--- config.mk ---
export PLATFORM = sky130hd
export DESIGN_NAME = pc_gen
export DESIGN_NICKNAME = d
export VERILOG_FILES = /design/src/rtl/pc_gen_pkg.sv /design/src/rtl/pc_gen_redirect_sel.sv /design/src/rtl/pc_gen.sv
export SDC_FILE = /design/constraint.sdc
export NUM_CORES = 1
export LEC_CHECK = 0
export BUFFER_PORTS_ARGS = -buffer_cell sky130_fd_sc_hd__buf_2
export CORE_MARGIN = 3
export CORE_UTILIZATION = 38
export DETAILED_ROUTE_END_ITERATION = 7
export PLACE_DENSITY = 0.76
export SYNTH_ARGS = -nofsm -noshare
export SYNTH_HDL_FRONTEND = slang
export SYNTH_HIERARCHICAL = 1
export SYNTH_SLANG_ARGS = --single-unit
--- constraint.sdc ---
create_clock -name clk -period 2.5 [get_ports clk]
set_input_delay 0.5 -clock clk [delete_from_list [all_inputs] [get_ports clk]]
set_output_delay 0.5 -clock clk [all_outputs]
set_load 0.01 [all_outputs]
--- src/rtl/pc_gen_pkg.sv ---
// Shared types for the program-counter generator: FSM states and redirect sources.
// Also provides a helper that says whether a state presents a fetch request.
package pc_gen_pkg;

    typedef enum logic [1:0] {
        PC_RESET = 2'd0,
        PC_RUN   = 2'd1,
        PC_DRAIN = 2'd2,
        PC_HALT  = 2'd3
    } pc_state_e;

    typedef enum logic [1:0] {
        SRC_NONE = 2'd0,
        SRC_JMP  = 2'd1,
        SRC_MRET = 2'd2,
        SRC_TRAP = 2'd3
    } redirect_src_e;

    function automatic logic state_fetching(input pc_state_e s);
        return (s == PC_RUN) || (s == PC_DRAIN);
    endfunction

endpackage

--- src/rtl/pc_gen_redirect_sel.sv ---
// Combinational redirect arbiter: trap beats mret beats jump/branch.
// Produces the winning source, its target and a valid flag.
module pc_redirect_sel
    import pc_gen_pkg::*;
#(
    parameter int WIDTH = 32
) (
    input  logic                 jmp_en_i,
    input  logic [WIDTH-1:0]     jmp_target_i,
    input  logic                 trap_en_i,
    input  logic [WIDTH-1:0]     trap_vec_i,
    input  logic                 mret_en_i,
    input  logic [WIDTH-1:0]     mepc_i,
    output logic                 redirect_valid_o,
    output redirect_src_e        redirect_src_o,
    output logic [WIDTH-1:0]     redirect_target_o
);

    always_comb begin
        redirect_src_o    = SRC_NONE;
        redirect_target_o = '0;
        if (trap_en_i) begin
            redirect_src_o    = SRC_TRAP;
            redirect_target_o = trap_vec_i;
        end else if (mret_en_i) begin
            redirect_src_o    = SRC_MRET;
            redirect_target_o = mepc_i;
        end else if (jmp_en_i) begin
            redirect_src_o    = SRC_JMP;
            redirect_target_o = jmp_target_i;
        end
    end

    assign redirect_valid_o = trap_en_i | mret_en_i | jmp_en_i;

endmodule

--- src/rtl/pc_gen.sv ---
// Program counter generator: fetch handshake, prioritised redirects, halt/resume FSM
// and saturating redirect counter. Define PC_GEN_ALIGN_CHK_EN to keep misaligned targets and flag them.
module pc_gen
    import pc_gen_pkg::*;
#(
    parameter int               WIDTH       = 32,
    parameter logic [WIDTH-1:0] RESET_VAL   = WIDTH'(32'h8000_0000),
    parameter int               INSTR_BYTES = 4,
    parameter int               CNT_W       = 16
) (
    input  logic                clk,
    input  logic                rst,
    output logic                fetch_valid,
    input  logic                fetch_ready,
    output logic [WIDTH-1:0]    fetch_pc,
    input  logic                jmp_en,
    input  logic [WIDTH-1:0]    jmp_target,
    input  logic                trap_en,
    input  logic [WIDTH-1:0]    trap_vec,
    input  logic                mret_en,
    input  logic [WIDTH-1:0]    mepc,
    input  logic                halt_req,
    input  logic                resume_req,
    output logic                halted,
    output logic [CNT_W-1:0]    redirect_cnt,
    output logic                misalign
);

    localparam logic [WIDTH-1:0] STEP       = WIDTH'(INSTR_BYTES);
    localparam logic [WIDTH-1:0] ALIGN_MASK = ~(STEP - WIDTH'(1));

    pc_state_e          state_q, state_d;
    logic [WIDTH-1:0]   pc_q, pc_d;
    logic [CNT_W-1:0]   cnt_q, cnt_d;

    logic               sel_valid;
    redirect_src_e      sel_src;
    logic [WIDTH-1:0]   sel_target;
    logic               redirect;
    logic [WIDTH-1:0]   load_target;
    logic               accept;

    pc_redirect_sel #(
        .WIDTH (WIDTH)
    ) u_sel (
        .jmp_en_i          (jmp_en),
        .jmp_target_i      (jmp_target),
        .trap_en_i         (trap_en),
        .trap_vec_i        (trap_vec),
        .mret_en_i         (mret_en),
        .mepc_i            (mepc),
        .redirect_valid_o  (sel_valid),
        .redirect_src_o    (sel_src),
        .redirect_target_o (sel_target)
    );

    assign redirect    = sel_valid && (sel_src != SRC_NONE);
    assign fetch_valid = state_fetching(state_q);
    assign accept      = fetch_valid && fetch_ready;
    assign halted      = (state_q == PC_HALT);
    assign fetch_pc    = pc_q;
    assign redirect_cnt = cnt_q;

`ifdef PC_GEN_ALIGN_CHK_EN
    logic misalign_q, misalign_d;

    assign load_target = sel_target;

    always_comb begin
        misalign_d = misalign_q;
        if (redirect) begin
            misalign_d = |(sel_target & ~ALIGN_MASK);
        end
    end

    always_ff @(posedge clk or posedge rst) begin
        if (rst) begin
            misalign_q <= 1'b0;
        end else begin
            misalign_q <= misalign_d;
        end
    end

    assign misalign = misalign_q;
`else
    assign load_target = sel_target & ALIGN_MASK;
    assign misalign    = 1'b0;
`endif

    // A pending request retires on accept or is squashed by a redirect; either lets a halt complete.
    always_comb begin
        state_d = state_q;
        case (state_q)
            PC_RESET: state_d = PC_RUN;
            PC_RUN: begin
                if (halt_req) begin
                    state_d = (fetch_ready || redirect) ? PC_HALT : PC_DRAIN;
                end
            end
            PC_DRAIN: begin
                if (fetch_ready || redirect) begin
                    state_d = PC_HALT;
                end
            end
            PC_HALT: begin
                if (resume_req) begin
                    state_d = PC_RUN;
                end
            end
            default: state_d = PC_RESET;
        endcase
    end

    always_comb begin
        pc_d = pc_q;
        if (redirect) begin
            pc_d = load_target;
        end else if (accept) begin
            pc_d = pc_q + STEP;
        end
    end

    always_comb begin
        cnt_d = cnt_q;
        if (redirect && (cnt_q != {CNT_W{1'b1}})) begin
            cnt_d = cnt_q + CNT_W'(1);
        end
    end

    always_ff @(posedge clk or posedge rst) begin
        if (rst) begin
            state_q <= PC_RESET;
            pc_q    <= RESET_VAL;
            cnt_q   <= '0;
        end else begin
            state_q <= state_d;
            pc_q    <= pc_d;
            cnt_q   <= cnt_d;
        end
    end

endmodule

==> results of run 1 <==
==> layout by cell type (no fill, tap or decap), types with 6 or more instances in the layout <==
master	n
a21oi_2	56
a31oi_1	14
and3_1	6
buf_2	145
buf_4	18
dfrtp_1	47
inv_1	10
nand2_1	28
nand3_1	20
nand3b_1	30
nand4_1	16
nor2_1	23
nor2b_1	31
nor3_1	6
o21ai_0	20
o31ai_1	7
or3_1	8
or4_1	10
xnor2_1	13
xor2_1	13
==> critical path: cells and delay by family (launching register included) <==
kind,cells,cell delay [ns]
AO/OA/AOI/OAI,1,0.19
adder cells (fa/ha/maj),1,0.30
buffers and inverters,1,0.06
flip-flops,1,0.41
AND/OR/NAND/NOR,3,1.31
==> stage by stage <==
step | instance area, µm² | utilization, % | total power, W | instances | hold WS, ns
floorplan | 3800 | - | 0.00175 | 435 | 0.506
global placement | 4580 | 48.4 | 0.00212 | 694 | 0.475
detailed placement | 4580 | 48.4 | 0.00217 | 694 | 0.496
CTS | 4660 | 49.3 | 0.00264 | 702 | 0.370
global route | 4670 | 49.4 | 0.00280 | 702 | 0.407
finish | 4670 | 49.4 | 0.00262 | 702 | 0.349
==> registers in the layout (all words and copies together) (netlist names) <==
name	flops
fetch_pc	30
state_q	2
redirect_cnt	16
==> layout make-up <==
| type | instances | share of cell area (%) |
|---|---|---|
| clock buffer | 6 | 1.55 |
| clock inverter | 2 | 0.268 |
| inverter | 12 | 0.965 |
| multi-input combinational | 341 | 49.1 |
| sequential | 48 | 25.8 |
| tap | 129 | 3.46 |
| timing repair buffer | 164 | 18.9 |
==> where the power goes <==
part           switching [W]  internal [W]
Sequential          0.000190      0.000925
Combinational       0.000560      0.000476
Clock               0.000268      0.000196
Total                0.00102       0.00160
==> layer usage <==
layer | up-vias | wire, µm | track usage, %
li1 | 1830 | - | -
met1 | 1786 | 4560 | 23.1
met2 | 124 | 5380 | 33.7
met3 | 15 | 648 | 3.10
met4 | 0 | 157 | 4.63
met5 | - | 0 | 0
==> path summary, 6_finish.rpt <==
kind                                    end  slack (ns)  depth (start not counted)
max                            fetch_pc[29]        0.15                          6
min                        redirect_cnt[11]        0.35                          3
max reg2reg                    fetch_pc[29]        0.15                          6
min reg2reg                redirect_cnt[15]        0.51                          1
max in group asynchronous        state_q[0]        1.72                          3
min in group clk           redirect_cnt[15]        0.51                          1
==> what timing repair did <==
item / 4_1_cts / 5_1_grt
hold buffers: 0 / 0
setup endpoints to repair: 0 / 5
resized for setup: 0 / 2
endpoints found under the hold margin: 0 / 0
==> out/metrics.cfg, run 1 <==
[layout]
regArea_um2 = 1200
drive_above_1_share_pct = 41.4
num-fill-cells = 955
area_growth_pct = 22.9
n_antenna_cell = 0
multi_input_area_um2 = 2290
nets = 681

[clock_tree]
cts_tree = built
cts_root_buf = clkbuf_8
cts_buffer_depth = 2
clock_latency_ns = 0.30
numCtsBuffers = 5
cts-htree-levels = 2
clkTransAtPathRegs_ns = 0.10
cts_setup_buffers = 0
clock_sinks = 48

[grt]
grt_first_pass_wirelength_mm = 17.3
grt_overflow = 0
antenna_found_initial = 0
grt_pass1_vias = 3724
grt_max_degree = 49
gr-usage-all-layers_pct = 18.6

[worst_setup_path]
worstSetupStartpointType = flip-flop
critPathCaptureType = flip-flop
startpoint = state_q[0]
crit_chain = inv_1 -> ha_1 -> nand4b_1 -> or4_4 -> or4_1 -> a31oi_1
r2r-start = state_q[0]
crit_type = reg2reg
required_ns = 2.73
critPathSlowestCell = or4_4
slowest_delay_ns = 0.61
arrival_ns = 2.57
worstPathMaxFanout = 6

[timing]
layout_setup_ws_ns = 0.153
rsz0062_at_grt = no
finalCritPeriodShare_pct = 93.9
maxSlewViolCount = 0
setup_viol = 0
tightest_slew_ns = 0.894
hold_violations = 0
tns_ns = 0
finalCriticalPeriod_ns = 2.35
slew_headroom_pct = 39.7
fmax_ghz = 0.426
fin_skew_ns = 0.0168

[die]
io_pins = 155
core_area_um2 = 9460
dieWidth_um = 106
rows = 35
die_y_um = 106
start_util_pct = 40.1
die_area_um2 = 11200

[drt]
drt_iter0_markers = 191
postRouteAntennaNets = 0
drcViolationCount = 0
viasPerCell = 5.35
wl_per_cell_um = 15.3
via_count = 3755
dr.pass1.iters = 4
drt-total-wl_mm = 10.7

[placed_design]
dp_hpwl_mm = 8.39
portBuffers = 145
dp_slack_ns = 0.0884
gp_congestion = 0.885

[logic_synthesis]
ys_warn_count = 6
syn_area_um2 = 3800
postSynthAreaPerCell_um2 = 8.77
netlist_instances = 433

[power_and_ir_drop]
p_per_area_nw_per_um2 = 560
ir_drop_mv = 0.422
p_leak_nw = 2.03

[job]
drv_cap = 0

[status]
status = finished clean

[worst_hold_path]
hold_path_class = in2async

No activity file was read; power rests on OpenSTA's default activity.
==> run 2: changes to the inputs <==
- CORE_MARGIN: 3 -> 2
- PLACE_DENSITY: 0.76 -> 0.78
- SYNTH_HIERARCHICAL: 1 -> not set
==> out/metrics.cfg, run 2 <==
[timing]
fin_skew_ns = 0.00675
maxSlewViolCount = 0
tns_ns = 0
finalCritPeriodShare_pct = 86.5
setup_viol = 0
fmax_ghz = 0.462
finalCriticalPeriod_ns = 2.16
hold_violations = 0
rsz0062_at_grt = no
tightest_slew_ns = 0.538
slew_headroom_pct = 63.8

[worst_setup_path]
arrival_ns = 2.32
crit_end = fetch_pc[15]
worstPathMaxFanout = 6
r2r-start = state_q[0]
crit_type = reg2reg
ff2ff_path_depth = 7
startpoint = state_q[0]
critPathCaptureType = flip-flop
r2r_end = fetch_pc[15]
required_ns = 2.65
r2r_slack_ns = 0.34
worstSetupStartpointType = flip-flop

[clock_tree]
clock_sinks = 48
clock_latency_ns = 0.29
clkTransAtPathRegs_ns = 0.09
cts_setup_buffers = 0
cts-htree-levels = 2
cts_root_buf = clkbuf_8
cts_resized = 0
holdBufCountCts = 0
cts_tree = built
numCtsBuffers = 5
cts_buffer_depth = 2

[power_and_ir_drop]
internal-power_w = 0.00155
ir_drop_mv = 0.217
power.switching_w = 0.000969
seqPwrFrac_pct = 43.7
switching_share_pct = 38.5
pwr-share-comb_pct = 37.4
finalPower_w = 0.00252
p_per_area_nw_per_um2 = 598
p_leak_nw = 1.98
power_frac_clock_pct = 18.9

[grt]
gr-usage-all-layers_pct = 22.3
antenna_found_initial = 0
grt_overflow = 0
grt_max_degree = 41
grt_first_pass_wirelength_mm = 17.3
grt_pass1_vias = 3441

[die]
dieWidth_um = 97.1
core_area_um2 = 8300
rows = 33
start_util_pct = 39.7
die_area_um2 = 9430
io_pins = 155
die_y_um = 97.1

[drt]
wl_per_cell_um = 17.0
postRouteAntennaNets = 0
via_count = 3535
drt-total-wl_mm = 10.6
drcViolationCount = 0
viasPerCell = 5.68
dr.pass1.iters = 5
drt_iter0_markers = 259

[layout]
largest_reg_flops = 30
utilization_pct = 50.7
area_growth_pct = 27.8
final-instance-count-excl-fill = 622
mostFrequentLayoutCell = buf_2
drive_above_1_share_pct = 35.0
n_antenna_cell = 0
nets = 625
final_cell_mix = buf_2 (145), dfrtp_1 (47), nand2_1 (38)

[logic_synthesis]
postSynthAreaPerCell_um2 = 8.74
ys_warn_count = 0
synth_area_leaders = dfrtp_1 (36%), a22oi_1 (4.3%), nand2_1 (4.3%), a21oi_1 (3.8%), nand4_1 (3.6%)
netlist_instances = 377
ys_types = 60
ys_ff_latch = 48
synthTopCellsByCount = dfrtp_1 (47), nand2_1 (38), a21oi_1 (25)
synth-edff-count = 0
postSynth.asyncResetShare_pct = 100
syn_area_um2 = 3290
synth_top_area_share_pct = 35.7
yosysTopAreaCell = dfrtp_1
ys_seq_area_share_pct = 36.5
yosysMostFrequentCell = dfrtp_1
synthFlopType = dfrtp_1

[status]
status = finished clean

[placed_design]
gp_congestion = 0.892
portBuffers = 145
dp_hpwl_mm = 8.17
numPlacedInstances = 614

[job]
drv_cap = 0

[worst_hold_path]
hold_path_class = in2async

[run 2: per-stage QoR]
| stage | hold WS, ns | cell area (µm²) | setup slack [ns] |
|---|---|---|---|
| 4_1_cts | 0.163 | 4210 | 0.366 |
| 6_report | 0.156 | 4210 | 0.337 |
| 3_5_place_dp | 0.483 | 4120 | 0.400 |
| 5_1_grt | 0.171 | 4210 | 0.142 |
| 2_1_floorplan | 0.518 | 3300 | 0.626 |
| 3_3_place_gp | 0.482 | 4120 | 0.438 |
[run 2: critical path, cell delays in order (launching register included)]
cell and delay, ns:
dfrtp_1 0.41, inv_1 0.06, ha_1 0.36, and4b_1 0.39, nand4bb_1 0.22, or2_1 0.29
xor2_1 0.15, o221ai_1 0.14
[run 2: metal layers]
layer / share of wire [%] / global-route usage, %
met1: 42 / 29.6
met2: 48 / 36.9
met3: 6.6 / 3.45
met4: 3.2 / 8.23
met5: 0 / 0
[run 2: worst min path at each step]
| stage | cells after the start | slack (ns) | end |
|---|---|---|---|
| after floorplan | 1 | 0.52 | redirect_cnt[10] |
| after global placement | 2 | 0.48 | fetch_pc[19] |
| after detailed placement | 2 | 0.48 | fetch_pc[19] |
| after CTS | 2 | 0.16 | fetch_pc[21] |
| after global routing | 2 | 0.17 | fetch_pc[19] |
| final | 2 | 0.16 | fetch_pc[19] |
[run 2: area by class of cell]
class | instances | area, µm²
multi-input combinational | 289 | 1920
clock inverter | 2 | 10.0
timing repair buffer | 154 | 793
inverter | 18 | 67.6
sequential | 48 | 1200
clock buffer | 6 | 82.6
tap | 105 | 131
fill | 801 | 4090
[run 2: cells by family (layout without fill, tap and decap cells)]
group           count (synthesis)  in the layout  share of synthesized area, %
simple gates                  145            145                          24.8
compound gates                106            106                          22.8
flops                          48             48                          36.5
buf+inv                        42            180                          5.47
xor+xnor                       25             25                          6.65
fa+ha+maj                       5              5                          1.90
mux                             5              5                          1.67
other cells                     1              3                         0.114
[run 2: power groups by stage]
stage / clock, W / sequential (W) / combinational (W)
3_5_place_dp: 0 / 0.00111 / 0.000938
4_1_cts: 0.000492 / 0.00110 / 0.000940
6_report: 0.000476 / 0.00110 / 0.000940
5_1_grt: 0.000527 / 0.00113 / 0.00103
2_1_floorplan: 0 / 0.00113 / 0.000530
3_3_place_gp: 0 / 0.00110 / 0.000912
